**src/rtl/serial_tx_framer.sv**
```systemverilog
// Purpose : parallel-to-serial transmit framer: start bit, data LSB first, optional even parity, stop bit.
// Latency : SOUT goes to the start level on the accepting edge; frame lasts (2+DATA_WIDTH+PARITY_EN)*BIT_CYCLES cycles.
// Backpress: READY_OUT is high only in IDLE; a word is taken on VALID_IN & READY_OUT, one frame at a time.
//
// Ports:
//   CLK        rising-edge clock
//   RST        asynchronous active-low reset
//   DATA_IN    parallel word to transmit (sampled only on acceptance)
//   VALID_IN   DATA_IN is valid
//   READY_OUT  framer idle and able to accept a word
//   SOUT       registered serial line, idles at 1
//   BUSY       frame in progress
//   DONE       one-cycle pulse in the first idle cycle after a frame

module serial_tx_framer #(
  parameter int DATA_WIDTH = 8,
  parameter int PARITY_EN  = 1,
  parameter int BIT_CYCLES = 1
) (
  input  logic                  CLK,
  input  logic                  RST,
  input  logic [DATA_WIDTH-1:0] DATA_IN,
  input  logic                  VALID_IN,
  output logic                  READY_OUT,
  output logic                  SOUT,
  output logic                  BUSY,
  output logic                  DONE
);

  // Counter widths never collapse to zero bits, even for single-cycle bits
  // or single-bit payloads.
  localparam int CW = (BIT_CYCLES > 1) ? $clog2(BIT_CYCLES) : 1;
  localparam int BW = (DATA_WIDTH > 1) ? $clog2(DATA_WIDTH) : 1;

  localparam logic [CW-1:0] CYC_LAST = CW'(BIT_CYCLES - 1);
  localparam logic [BW-1:0] BIT_LAST = BW'(DATA_WIDTH - 1);

  typedef enum logic [2:0] {
    ST_IDLE,
    ST_START,
    ST_DATA,
    ST_PARITY,
    ST_STOP
  } state_t;

  state_t                  state;
  logic [CW-1:0]           cyc_cnt;
  logic [BW-1:0]           bit_cnt;
  logic [DATA_WIDTH-1:0]   shreg;
  logic                    par_bit;

  logic                    bit_end;
  logic [DATA_WIDTH-1:0]   shreg_nxt;

  // Last cycle of the bit currently on the line.
  assign bit_end   = (cyc_cnt == CYC_LAST);
  assign shreg_nxt = shreg >> 1;

  // Handshake status decodes straight from the registered state so there is
  // no combinational path from VALID_IN to READY_OUT.
  assign READY_OUT = (state == ST_IDLE);
  assign BUSY      = (state != ST_IDLE);

  // SOUT is always loaded with the level of the bit that the state being
  // entered (or held) represents, so the line changes on the same edge as
  // the state register.
  always_ff @(posedge CLK or negedge RST) begin
    if (!RST) begin
      state   <= ST_IDLE;
      cyc_cnt <= '0;
      bit_cnt <= '0;
      shreg   <= '0;
      par_bit <= 1'b0;
      SOUT    <= 1'b1;
      DONE    <= 1'b0;
    end else begin
      DONE <= 1'b0;
      case (state)
        ST_IDLE: begin
          SOUT    <= 1'b1;
          cyc_cnt <= '0;
          bit_cnt <= '0;
          if (VALID_IN) begin
            shreg   <= DATA_IN;
            par_bit <= ^DATA_IN;
            SOUT    <= 1'b0;
            state   <= ST_START;
          end
        end

        ST_START: begin
          if (bit_end) begin
            cyc_cnt <= '0;
            SOUT    <= shreg[0];
            state   <= ST_DATA;
          end else begin
            cyc_cnt <= cyc_cnt + 1'b1;
          end
        end

        ST_DATA: begin
          if (bit_end) begin
            cyc_cnt <= '0;
            shreg   <= shreg_nxt;
            if (bit_cnt == BIT_LAST) begin
              bit_cnt <= '0;
              if (PARITY_EN != 0) begin
                SOUT  <= par_bit;
                state <= ST_PARITY;
              end else begin
                SOUT  <= 1'b1;
                state <= ST_STOP;
              end
            end else begin
              bit_cnt <= bit_cnt + 1'b1;
              // Drive the next LSB now; the shift lands on this same edge.
              SOUT    <= shreg_nxt[0];
            end
          end else begin
            cyc_cnt <= cyc_cnt + 1'b1;
          end
        end

        ST_PARITY: begin
          if (bit_end) begin
            cyc_cnt <= '0;
            SOUT    <= 1'b1;
            state   <= ST_STOP;
          end else begin
            cyc_cnt <= cyc_cnt + 1'b1;
          end
        end

        ST_STOP: begin
          SOUT <= 1'b1;
          if (bit_end) begin
            cyc_cnt <= '0;
            DONE    <= 1'b1;
            state   <= ST_IDLE;
          end else begin
            cyc_cnt <= cyc_cnt + 1'b1;
          end
        end

        default: begin
          SOUT    <= 1'b1;
          cyc_cnt <= '0;
          bit_cnt <= '0;
          state   <= ST_IDLE;
        end
      endcase
    end
  end

endmodule

```
**config.mk**
```make
export PLATFORM = sky130hd
export DESIGN_NAME = serial_tx_framer
export DESIGN_NICKNAME = d
export VERILOG_FILES = /design/src/rtl/serial_tx_framer.sv
export SDC_FILE = /design/constraint.sdc
export NUM_CORES = 1
export LEC_CHECK = 0
export BUFFER_PORTS_ARGS = -buffer_cell sky130_fd_sc_hd__buf_2
export CAP_MARGIN = 5
export CORE_MARGIN = 1
export CORE_UTILIZATION = 51
export CTS_BUF_LIST = sky130_fd_sc_hd__clkbuf_8
export DETAILED_ROUTE_END_ITERATION = 12
export PLACE_DENSITY = 0.76
export SLEW_MARGIN = 25
export SYNTH_ARGS = -nofsm -noshare
export SYNTH_HDL_FRONTEND = slang
export SYNTH_SLANG_ARGS = --single-unit
```
**constraint.sdc**
```tcl
create_clock -name CLK -period 1.4 [get_ports CLK]
set_input_delay 0 -clock CLK [delete_from_list [all_inputs] [get_ports CLK]]
set_output_delay 0 -clock CLK [all_outputs]
set_load 0.01 [all_outputs]
```
==> reports/results.ini <==
[status]
status = complete, but fails checks
failed_checks = DRC

[power]
p_leak_uw = 0.000499
peakVddDrop_mv = 1.27
p_int_uw = 1440
p_sw_uw = 841
p_comb_frac = 0.451
sw_frac_of_total = 0.369
power.density_nw_per_um2 = 2090
pwr-share-clk = 0.156
seq_power_share = 0.393

[worst_hold_path]
hold_path_class = input pin to register
worst_hold_startpoint = VALID_IN
hold_depth = 2
whs_endpoint = par_bit

[setup_path]
start_kind = register
worstReg2RegEnd = SOUT
crit_required_ps = 1580
critPathKind = register to register
timing.rr.start = bit_cnt[1]
critPathSlowestCell = dfrtp_1
cp.arrival_ps = 1510
crit_fanout = 4
cp-end-kind = register
cp.depth = 6
cp_slowest_stage_delay_ps = 370
reg2regPathDepth = 6
cp_top_family = flip-flops
crit_buf_inv = 0
path_cells = ha_2 > ha_4 > nor2b_1 > a211oi_2 > a21oi_1 > or2_1
rrSetupSlack_ps = 70

[detailed_routing]
antenna_left = 0
dr.pass1.iters = 8
dr_total_vias = 690
avgRoutedWirePerCell_um = 13.7
wirelength_um = 1700
drc_errors = 3
via_per_inst = 5.56
drt_iter0_markers = 9

[place]
hpwl_um = 1230
post_dp_cell_area_um2 = 1000
gp_congestion = 0.755
portBuffers = 14

[layout]
final_area_um2 = 1090
finalNetCount = 122
syn2layout_area_growth_pct = 22.5
num_antenna_cells = 0
drive_gt1_frac = 0.278

[synth]
yosysTopAreaCellShare = 0.450
ys_seq_area_frac = 0.480
synth_cell_type_count = 23
postSynthCellCount = 87
synth_area_leader_cell = dfrtp_1
synth_nets = 100
synth-async-reset-ratio = 1.00
yosys_warnings = 0
synth_seq_cells = 17
syn_avg_cell_area_um2 = 10.2
synthTopCellsByArea = dfrtp_1, mux2i_1, xnor2_1, o21ai_0, nand2_1
synth_edf_count = 0
mappedNetlistArea_um2 = 890
synth-main-ff-cell = dfrtp_1

[die]
fp-row-count = 14
fp.coreArea_um2 = 1560
dieArea_um2 = 1920
die_h_um = 43.8
chipWidth_um = 43.8
start_util = 0.571
ioPinCount = 15

[timing]
fin_skew_ps = 3.64
worst_pin_slew_ps = 401
fin_crit_sh = 0.952
setup_viol = 0
max_freq_ghz = 0.750
drv_slew = 0
min_period_ps = 1330
relSlewSlack = 0.733
whs_ps = 23.6
hold_viol_final = 0

[global_routing]
grt_first_pass_wirelength_um = 2930
grt_max_degree = 18
globalRouteOverflowTotal = 0
grt_pass1_vias = 692
groute.usage.overall = 0.218
grt_antenna_before_repair = 0

[clocking]
clockBufferDepth = 2
clock_latency_ps = 250
clk_pin_slew_ps = 60
root_buffer = clkbuf_8
ctsHtreeMaxLevel = 1
cts_buffers = 3
cts_num_sinks = 17
cts_tree = yes

[run]
drv_cap = 0

==> worst max-delay path by stage <==
stage | from | end | slack [ps]
2_1_floorplan | bit_cnt[0] | SOUT | 60
3_5_place_dp | bit_cnt[1] | SOUT | -4
5_1_grt | bit_cnt[1] | SOUT | -10
3_3_place_gp | bit_cnt[1] | SOUT | 60
6_report | bit_cnt[1] | SOUT | 70
4_1_cts | bit_cnt[1] | SOUT | 20
==> stage by stage <==
stage / setup WS, ps / instances / TNS, ps / power (uW) / utilization
after global routing: -11.3 / 124 / -11.3 / 2460 / 0.699
after detailed placement: -3.78 / 118 / -3.78 / 1870 / 0.642
after CTS: 22.2 / 123 / 0 / 2250 / 0.681
after global placement: 61.7 / 118 / 0 / 1830 / 0.642
after floorplan: 64.2 / 87 / 0 / 1560 / -
final: 67.2 / 124 / 0 / 2280 / 0.699
==> cells by family (layout without fill, tap and decap cells) <==
logic type	count (synthesis)	after routing	synth area share
flip-flops	17	17	0.480
adder cells (fa/ha/maj)	2	2	0.0281
XOR/XNOR	8	8	0.0788
AO/OA/AOI/OAI	22	22	0.145
AND/OR/NAND/NOR	24	24	0.134
multiplexers	8	8	0.0900
buffers and inverters	6	27	0.0450
==> Yosys cell counts, types with 2 or more instances <==
library cell,instances
mux2i_1,8
o21ai_0,12
ha_1,2
dfrtp_1,16
buf_2,2
nor2b_1,5
a211oi_1,2
a21oi_1,2
a22oi_1,3
buf_4,2
a31oi_1,2
nand2_1,10
xnor2_1,8
nor2_1,4
==> sequential cells by signal, indices dropped and copies added, names as in the netlist <==
register,cells
state,3
SOUT,1
shreg,8
DONE,1
bit_cnt,3
par_bit,1
==> repair_timing <==
item,CTS,global route
setup endpoints to repair,1,2
setup buffers,0,1
hold buffers,1,0
pin swaps,0,0
hold endpoints to repair,17,0
resized for setup,1,4
==> power groups by stage <==
stage / registers, uW / clock network [uW] / logic (uW)
floorplan: 818 / 0 / 737
CTS: 889 / 366 / 993
global route: 927 / 388 / 1140
global placement: 887 / 0 / 943
finish: 895 / 355 / 1030
detailed placement: 897 / 0 / 976
==> metal layers <==
layer,global-route usage,vias to the layer above,wire length (um),share of wire
li1,-,342,-,-
met1,0.253,329,737,0.43
met2,0.364,14,858,0.51
met3,0.0500,5,58,0.034
met4,0.131,0,40,0.024
met5,0,-,0,0
==> cells in the final DEF (no fill, tap or decap), drive strengths merged <==
cell type | netlist | routed
a211oi | 2 | 2
a21oi | 2 | 2
a22oi | 3 | 3
a31oi | 2 | 2
and2 | 1 | 1
buf | 5 | 21
clkbuf | 0 | 3
dfrtp | 16 | 16
dfstp | 1 | 1
dlygate4sd3 | 0 | 1
ha | 2 | 2
inv | 1 | 2
mux2i | 8 | 8
nand2 | 10 | 10
nor2 | 4 | 4
nor2b | 5 | 5
nor3 | 2 | 2
nor3b | 1 | 1
o21ai | 13 | 13
or2 | 1 | 1
xnor2 | 8 | 8
==> worst register-to-register path, delay by kind of cell (launching register included) <==
kind | cells | cell delay [ps]
fa+ha+maj | 2 | 350
simple gates | 2 | 270
compound gates | 2 | 270
flops | 1 | 370
==> cell type report <==
type                    count  area (um2)
repair buffers             22         145
inverters                   1        3.75
clock inverters             1        3.75
flip-flops and latches     17         427
well taps                  16        20.0
clock buffers               3        41.3
multi-input cells          64         449
fillers                   128         469
Power figures use the tool's default switching activity.
